===== src/rtl/decode_port_arbiter_pkg.sv =====
// Shared constants, lock-state encoding and index decoder for decode_port_arbiter.
package decode_port_arb_pkg;

    localparam int unsigned IDX_W = 6;
    localparam int unsigned SEL_W = 64;

    typedef enum logic [0:0] {
        ARB_RR,
        ARB_LOCKED
    } arb_state_e;

    // 6-bit index to 64-line one-hot select.
    function automatic logic [SEL_W-1:0] onehot6(input logic [IDX_W-1:0] idx);
        logic [SEL_W-1:0] v;
        v      = '0;
        v[idx] = 1'b1;
        return v;
    endfunction

endpackage


===== src/rtl/decode_port_arbiter_rr_pick.sv =====
// Combinational rotate-priority picker: first valid bit at or above ptr, wrapping.
module rr_pick #(
    parameter int unsigned N = 4,
    parameter int unsigned W = $clog2(N)
) (
    input  logic [N-1:0] valid,
    input  logic [W-1:0] ptr,
    output logic [N-1:0] grant,
    output logic [W-1:0] winner,
    output logic         any
);

    logic [W-1:0] pos;

    // Scan N positions starting at ptr; the first valid one wins.
    always_comb begin
        grant  = '0;
        winner = '0;
        any    = 1'b0;
        pos    = '0;
        for (int unsigned k = 0; k < N; k++) begin
            pos = W'((32'(ptr) + k) % N);
            if (!any && valid[pos]) begin
                any         = 1'b1;
                winner      = pos;
                grant[pos]  = 1'b1;
            end
        end
    end

endmodule


===== src/rtl/decode_port_arbiter.sv =====
// Round-robin arbiter sharing one 6-bit index -> 64-line one-hot select port.
// Optional lock feature enabled by defining DECODE_PORT_ARB_LOCK_EN.
module decode_port_arbiter
    import decode_port_arb_pkg::*;
#(
    parameter int unsigned NUM_REQ = 4,
    parameter int unsigned IDX_W   = 6,
    localparam int unsigned OWN_W  = $clog2(NUM_REQ)
) (
    input  logic                     clk,
    input  logic                     rst_n,
    input  logic [NUM_REQ-1:0]       req_valid,
    input  logic [NUM_REQ*IDX_W-1:0] req_idx,
`ifdef DECODE_PORT_ARB_LOCK_EN
    input  logic [NUM_REQ-1:0]       req_lock,
`endif
    output logic [NUM_REQ-1:0]       req_ready,
    output logic                     sel_valid,
    input  logic                     sel_ready,
    output logic [63:0]              sel_onehot,
    output logic [IDX_W-1:0]         sel_idx,
    output logic [OWN_W-1:0]         sel_owner
);

    if (IDX_W != 6) begin : g_bad_idx_w
        $error("decode_port_arbiter: IDX_W must be 6");
    end
    if (NUM_REQ < 2 || NUM_REQ > 8) begin : g_bad_num_req
        $error("decode_port_arbiter: NUM_REQ must be 2..8");
    end

    logic               load;
    logic               any;
    logic               do_grant;
    logic [NUM_REQ-1:0] pick_valid;
    logic [NUM_REQ-1:0] pick_grant;
    logic [OWN_W-1:0]   winner;
    logic [OWN_W-1:0]   ptr_q;
    logic [OWN_W-1:0]   ptr_nxt;
    logic [IDX_W-1:0]   win_idx;

    assign load = !sel_valid || sel_ready;

`ifdef DECODE_PORT_ARB_LOCK_EN
    arb_state_e         state_q, state_d;
    logic [OWN_W-1:0]   lock_owner_q, lock_owner_d;
    logic [NUM_REQ-1:0] owner_mask;

    // While locked, only the lock owner is eligible.
    always_comb begin
        owner_mask               = '0;
        owner_mask[lock_owner_q] = 1'b1;
        pick_valid = (state_q == ARB_LOCKED) ? (req_valid & owner_mask) : req_valid;
    end

    // Lock FSM next state: enter on a locked grant, leave on the owner's unlocked grant.
    always_comb begin
        state_d      = state_q;
        lock_owner_d = lock_owner_q;
        if (do_grant) begin
            unique case (state_q)
                ARB_RR: begin
                    if (req_lock[winner]) begin
                        state_d      = ARB_LOCKED;
                        lock_owner_d = winner;
                    end
                end
                ARB_LOCKED: begin
                    if (!req_lock[winner]) state_d = ARB_RR;
                end
                default: state_d = ARB_RR;
            endcase
        end
    end

    // Lock FSM state register.
    always_ff @(posedge clk or negedge rst_n) begin
        if (!rst_n) begin
            state_q      <= ARB_RR;
            lock_owner_q <= '0;
        end else begin
            state_q      <= state_d;
            lock_owner_q <= lock_owner_d;
        end
    end
`else
    assign pick_valid = req_valid;
`endif

    rr_pick #(
        .N (NUM_REQ),
        .W (OWN_W)
    ) u_pick (
        .valid  (pick_valid),
        .ptr    (ptr_q),
        .grant  (pick_grant),
        .winner (winner),
        .any    (any)
    );

    // Grant path; rst_n gating keeps req_ready low throughout reset.
    always_comb begin
        do_grant  = load && any && rst_n;
        req_ready = do_grant ? pick_grant : '0;
        win_idx   = req_idx[winner*IDX_W +: IDX_W];
        ptr_nxt   = (winner == OWN_W'(NUM_REQ - 1)) ? '0 : winner + 1'b1;
    end

    // Output register and round-robin pointer; a new grant overrides a release.
    // While locked the winner is always the owner, so the pointer stays at owner+1.
    always_ff @(posedge clk or negedge rst_n) begin
        if (!rst_n) begin
            sel_valid  <= 1'b0;
            sel_onehot <= '0;
            sel_idx    <= '0;
            sel_owner  <= '0;
            ptr_q      <= '0;
        end else if (do_grant) begin
            sel_valid  <= 1'b1;
            sel_onehot <= onehot6(win_idx);
            sel_idx    <= win_idx;
            sel_owner  <= winner;
            ptr_q      <= ptr_nxt;
        end else if (sel_ready) begin
            sel_valid  <= 1'b0;
            sel_onehot <= '0;
        end
    end

endmodule


===== config.mk =====
export PLATFORM = sky130hd
export DESIGN_NAME = decode_port_arbiter
export DESIGN_NICKNAME = d
export VERILOG_FILES = /design/src/rtl/decode_port_arbiter_pkg.sv /design/src/rtl/decode_port_arbiter_rr_pick.sv /design/src/rtl/decode_port_arbiter.sv
export SDC_FILE = /design/constraint.sdc
export NUM_CORES = 1
export LEC_CHECK = 0
export CORE_ASPECT_RATIO = 1.1
export CORE_MARGIN = 2
export CORE_UTILIZATION = 28
export DETAILED_ROUTE_END_ITERATION = 10
export HOLD_SLACK_MARGIN = 0.03
export PLACE_DENSITY = 0.5
export SYNTH_ARGS = -nofsm -noshare
export SYNTH_HDL_FRONTEND = slang
export SYNTH_HIERARCHICAL = 1
export SYNTH_SLANG_ARGS = --single-unit

===== constraint.sdc =====
create_clock -name clk -period 6 [get_ports clk]
set_input_delay 1.8 -clock clk [delete_from_list [all_inputs] [get_ports clk]]
set_output_delay 1.8 -clock clk [all_outputs]
set_load 0.02 [all_outputs]

Word-level counts from Yosys, hierarchy flattened
Index checks and enable logic that the tools add are counted.
- register bits after elaboration: 75
- input port bits: 31
- output and inout port bits: 77
- word-level logic and storage cells: 77
- $lt $le $gt $ge: 10
- multiply operators: 1
- reductions and logical operators: 16
- add/subtract/negate cells: 4
- shifts and indexed selects: 1
- equality and inequality tests: 1
- multiplexer cells: 36
- bitwise gates (word level): 3
- operators by type and width (kind ; count):
    two-way mux 64 bit ; 2
    indexed part select 24 x 6 -> 6 bit ; 1
    two-way mux 4 bit ; 5
    two-way mux 1 bit ; 15
    less-than comparator 2 x 3 -> 1 bit (second input constant) ; 4
    bitwise OR 4 bit ; 3
    logical AND 1 bit ; 10
    two-way mux 2 bit ; 5
    binary-select mux 1 bit (select 2 bit) ; 4
    demux 1 bit (select 2 bit) ; 4
    >= comparator 2 x 1 -> 1 bit (second input constant) ; 4
    less-than comparator 6 x 7 -> 1 bit (second input constant) ; 1
    demux 1 bit (select 6 bit) ; 1
    >= comparator 6 x 1 -> 1 bit (second input constant) ; 1
    adder 2 x 1 -> 2 bit (second input constant) ; 2
    adder 2 bit (second input constant) ; 2
    zero test 1 bit ; 4
    multiplier 2 x 2 -> 4 bit (second input constant) ; 1
    equality test 2 bit (second input constant) ; 1
    nonzero test 2 bit ; 1
    logical OR 1 bit ; 1

Longest topological paths before layout
- depth in word-level cells: 19
- depth in mapped cells: 14
- mapped depth without buffers: 9

Cells and area by module
Netlist, hierarchy kept.
- by module, submodules not included (module ; instances ; cells each ; sequential area each (µm²) ; area each (µm²)):
    decode_port_arbiter ; 1 ; 285 ; 1876.8 ; 3308.2
    rr_pick ; 1 ; 45 ; 0.0 ; 421.7

Worst setup path after synthesis
Ideal clock, no wire load.
- kind: input-to-output
- start: input req_valid[2]
- end: output req_ready[0]
- data required time: 4200 ps
- buffers on the path: 2
- data arrival time: 3419 ps
- setup slack: 781 ps
- stages: 8
- cell sequence: mux4_2 -> buf_6 -> nor3_1 -> nand2b_1 -> nand2_1 -> nor2_1 -> clkbuf_1 -> and2_1
- word-level cells in the longest chain between the ends: 15
- elaborated cells between the ends (all ways): 28
- those cells by class: mux: 17; bitwise: 3; reduce/logical: 8
- ends and longest elaborated chain (element ; RTL line ; source):
    start, declared ; decode_port_arbiter.sv:12 ; input logic [NUM_REQ-1:0] req_valid,
    binary-select mux 1 bit (select 2 bit) ; decode_port_arbiter_rr_pick.sv:23 ; if (!any && valid[pos]) begin
    two-way mux 1 bit (not written as such) ; decode_port_arbiter_rr_pick.sv:23 ;
    two-way mux 1 bit ; decode_port_arbiter_rr_pick.sv:23 ;
    zero test 1 bit ; decode_port_arbiter_rr_pick.sv:23 ;
    logical AND 1 bit ; decode_port_arbiter_rr_pick.sv:23 ;
    two-way mux 1 bit ; decode_port_arbiter_rr_pick.sv:23 ;
    zero test 1 bit ; decode_port_arbiter_rr_pick.sv:23 ;
    logical AND 1 bit ; decode_port_arbiter_rr_pick.sv:23 ;
    two-way mux 1 bit ; decode_port_arbiter_rr_pick.sv:23 ;
    zero test 1 bit ; decode_port_arbiter_rr_pick.sv:23 ;
    logical AND 1 bit ; decode_port_arbiter_rr_pick.sv:23 ;
    two-way mux 1 bit (*) ; decode_port_arbiter_rr_pick.sv:23 ;
    net any ; decode_port_arbiter.sv:33 ; logic any;
    logical AND 1 bit (*) (2 in a row) ; decode_port_arbiter.sv:103 ; do_grant = load && any && rst_n;
    two-way mux 4 bit (*) ; decode_port_arbiter.sv:104 ; req_ready = do_grant ? pick_grant : '0;
    end, declared ; decode_port_arbiter.sv:17 ; output logic [NUM_REQ-1:0] req_ready,
The timed path passes the listed nets; every way through them passes the cells marked *. The select of a mux whose other input is x is not followed.

Final worst setup path
- start: input req_valid[2]
- end: output req_ready[3]
- elaborated cells between the ends (all ways): 28
- those cells by class: mux: 17; bitwise: 3; reduce/logical: 8
- RTL lines (element ; RTL line ; source):
    binary-select mux 1 bit (select 2 bit) ; decode_port_arbiter_rr_pick.sv:23 ;
    two-way mux 1 bit (not written as such) ; decode_port_arbiter_rr_pick.sv:23 ;
    two-way mux 1 bit ; decode_port_arbiter_rr_pick.sv:23 ;
    zero test 1 bit ; decode_port_arbiter_rr_pick.sv:23 ;
    logical AND 1 bit ; decode_port_arbiter_rr_pick.sv:23 ;
    two-way mux 1 bit ; decode_port_arbiter_rr_pick.sv:23 ;
    zero test 1 bit ; decode_port_arbiter_rr_pick.sv:23 ;
    logical AND 1 bit ; decode_port_arbiter_rr_pick.sv:23 ;
    two-way mux 1 bit ; decode_port_arbiter_rr_pick.sv:23 ;
    zero test 1 bit ; decode_port_arbiter_rr_pick.sv:23 ;
    logical AND 1 bit ; decode_port_arbiter_rr_pick.sv:23 ;
    two-way mux 4 bit (*) ; decode_port_arbiter_rr_pick.sv:23 ;
    net pick_grant[3] ; decode_port_arbiter.sv:36 ; logic [NUM_REQ-1:0] pick_grant;
    two-way mux 4 bit (*) ; decode_port_arbiter.sv:104 ;
Marks and branches as above.

==> metrics.txt <==
first-iteration detailed-routing DRC count 182; crit path max fanout 6; antenna-violating nets left 0; post-route clock period utilization 0.971; Overflow after GRT 0; Register Area 0.00188 mm2; post-synthesis adder-cell area fraction 0.0201; Core Util, Final 0.405; first-pass GRT wire length 17200 um; H-tree levels 3; initial antenna violation count 0; # diodes 0; Final Net Count 471; final worst slack 0.174 ns; status finished clean; multiplexer share of the synthesized area 0.107; placed cell area 0.00497 mm2; DP Wirelength 7550 um; P_leak 2.06 nW; post-route cell area 0.00531 mm2; relative slew slack 0.387; WL/cell 17.7 um; max frequency 0.172 GHz; r2r setup slk 1.66 ns; net switching power 1.18 mW; Max Cap Violations 0; clock root buffer clkbuf_16; Synth Flop Type dfrtp_1; xor and xnor area share after synthesis 0; area of the multi-input gates 0.00149 mm2; Synth cell types 36; total vias in the final route 3042; RSZ-0062 raised after global routing false; sequential power share 0.250; Synth Area in Simple Gates 0.0775; Post-synth EDFFs 0; Post-Syn Area per Cell 11.3 um2; PortBufs 107; Hold Path Class flop to flop; Core Region 0.0131 mm2; Critical Path AT 4.03 ns; WL final 10600 um; register area share after synthesis 0.503; vias in the first global route 3096; Hold Path Sink sel_onehot[34]; yosys warns 6; Synth Register Bits 75; Die H 125 um; CP Class input port to output port; cell taking the most area after synthesis dfrtp_1; TritonCTS Sinks 75; Worst EP required 4.20 ns; P per Cell Area 508 mW/mm2; TritonCTS Buffers 9; Worst-Skew Late Latency 0.33 ns; Setup crit start kind input port; largest net degree at the start of global routing 44; Synth Net Count 367; Synth Area in Compound Gates 0.189; endpoints failing setup 0; final hold violation count 0; reg2reg path depth 10; Clk pin slew, worst setup/hold paths 0.05 ns; Total Die Area 0.0143 mm2; share of the synthesized area in the top cell type 0.503; Post-Place Worst Slack -0.0613 ns; Setup TNS 0 ns; DRC 0; crit end category output port; Synth top cells by count dfrtp_1, inv_1, o32ai_1; initial cell density of the core 0.285; Placer Congestion 0.738; Via density 5.07; Slew Viols, Final 0; total I/O pin count 108; CTS tree done; Clk pwr share 0.215; share of layout cells above drive strength 1 0.128; final clock skew 0.00594 ns; Sw Share 0.436; Fill cells 1291; Comb pwr share 0.535; Die X-Extent 114 um; top-count cell post-synth dfrtp_1; synth top area cells dfrtp_1, o32ai_1, inv_1; Synth Cell Area 0.00373 mm2; minimum clock period 5.83 ns; DRT Pass-1 Iters 4; RR Startpoint ptr_q[0]; Area Growth Syn to Fin 42.4%; Async SR Flop Fraction 1.00; Reg-to-Reg End sel_onehot[25]; IR drop worst, VDD 0.000228 V; Worst Hold Path Cells 2; Clock Path Buffers 2; gr usage total 0.154; Slew @ Worst Pin 0.916 ns; Cell Int Power 1.52 mW; synthesized instance count 330; Row Count 44; HP Start sel_onehot[34]; largest family of logic cells by synthesized area compound AO/OA/AOI/OAI gates
## cell usage in the layout (no fill, tap or decap), drive strengths merged, types with 9 or more instances in the layout
cell	instances
clkbuf	12
buf	15
nand2	9
nand2b	11
inv	67
dfrtp	75
o32ai	64
clkdlybuf4s50	102
mux4	12
mux2	9
## worst max path at each step
stage	from	to	slack [ns]	cells after the start
after CTS	req_valid[2]	req_ready[0]	0.01	7
after floorplan	req_valid[2]	req_ready[0]	0.78	8
final	req_valid[2]	req_ready[3]	0.17	8
after global placement	req_valid[3]	req_ready[0]	0.06	7
after global routing	req_valid[2]	req_ready[3]	0.08	8
after detailed placement	req_valid[3]	req_ready[3]	-0.06	7
## critical path, stage by stage
cell             delay, ns
clkdlybuf4s50_1       0.48
mux4_2                0.59
nor4b_4               0.37
buf_4                 0.18
a22oi_1               0.05
o21ai_0               0.08
and2_1                0.14
dlygate4sd2_1         0.33
## power groups by stage
| stage | sequential (mW) | clock [mW] | combinational (mW) |
|---|---|---|---|
| 2_1_floorplan | 0.755 | 0 | 0.874 |
| 3_3_place_gp | 0.681 | 0 | 1.42 |
| 3_5_place_dp | 0.684 | 0 | 1.45 |
| 4_1_cts | 0.677 | 0.594 | 1.45 |
| 5_1_grt | 0.690 | 0.617 | 1.58 |
| 6_report | 0.676 | 0.580 | 1.44 |
## registers in the layout, indices dropped and copies added (netlist names)
name	cells
ptr_q	2
sel_owner	2
sel_onehot	64
sel_valid	1
sel_idx	6
## kinds of logic (layout without fill, tap and decap cells)
family,after synthesis,after routing
buffers and inverters,95,204
AOI/OAI and AO/OA,85,85
and+or+nand+nor,46,46
DFF,75,75
adders and majority gates,6,6
muxes,23,23
## through the flow
stage / total power, mW / instances / hold slack, ns
final: 2.70 / 600 / 0.512
after floorplan: 1.63 / 330 / 0.578
after global placement: 2.10 / 582 / 0.492
after global routing: 2.89 / 600 / 0.553
after detailed placement: 2.13 / 582 / 0.494
after CTS: 2.72 / 599 / 0.519
## metal layers
metal  GRT usage  share of wire  vias up
li1            -              -     1419
met1       0.209           0.45     1514
met2       0.242           0.48       99
met3      0.0320          0.061       10
met4      0.0567          0.012        0
met5           0              0        -
## timing repair
| item | 4_1_cts | 5_1_grt |
|---|---|---|
| setup buffers | 1 | 1 |
| pin swaps | 1 | 1 |
| resized for setup | 3 | 3 |
| hold buffers | 0 | 0 |
| cloned | 0 | 0 |
| endpoints found under the setup margin | 4 | 2 |
## final cells by class
cell class | instances | area share
Sequential cell | 75 | 0.353
Inverter | 67 | 0.0473
Tap cell | 161 | 0.0379
Clock buffer | 12 | 0.0464
Clock inverter | 4 | 0.0139
Timing Repair Buffer | 121 | 0.221
Multi-Input combinational cell | 160 | 0.280
No activity file was read; power rests on OpenSTA's default activity.
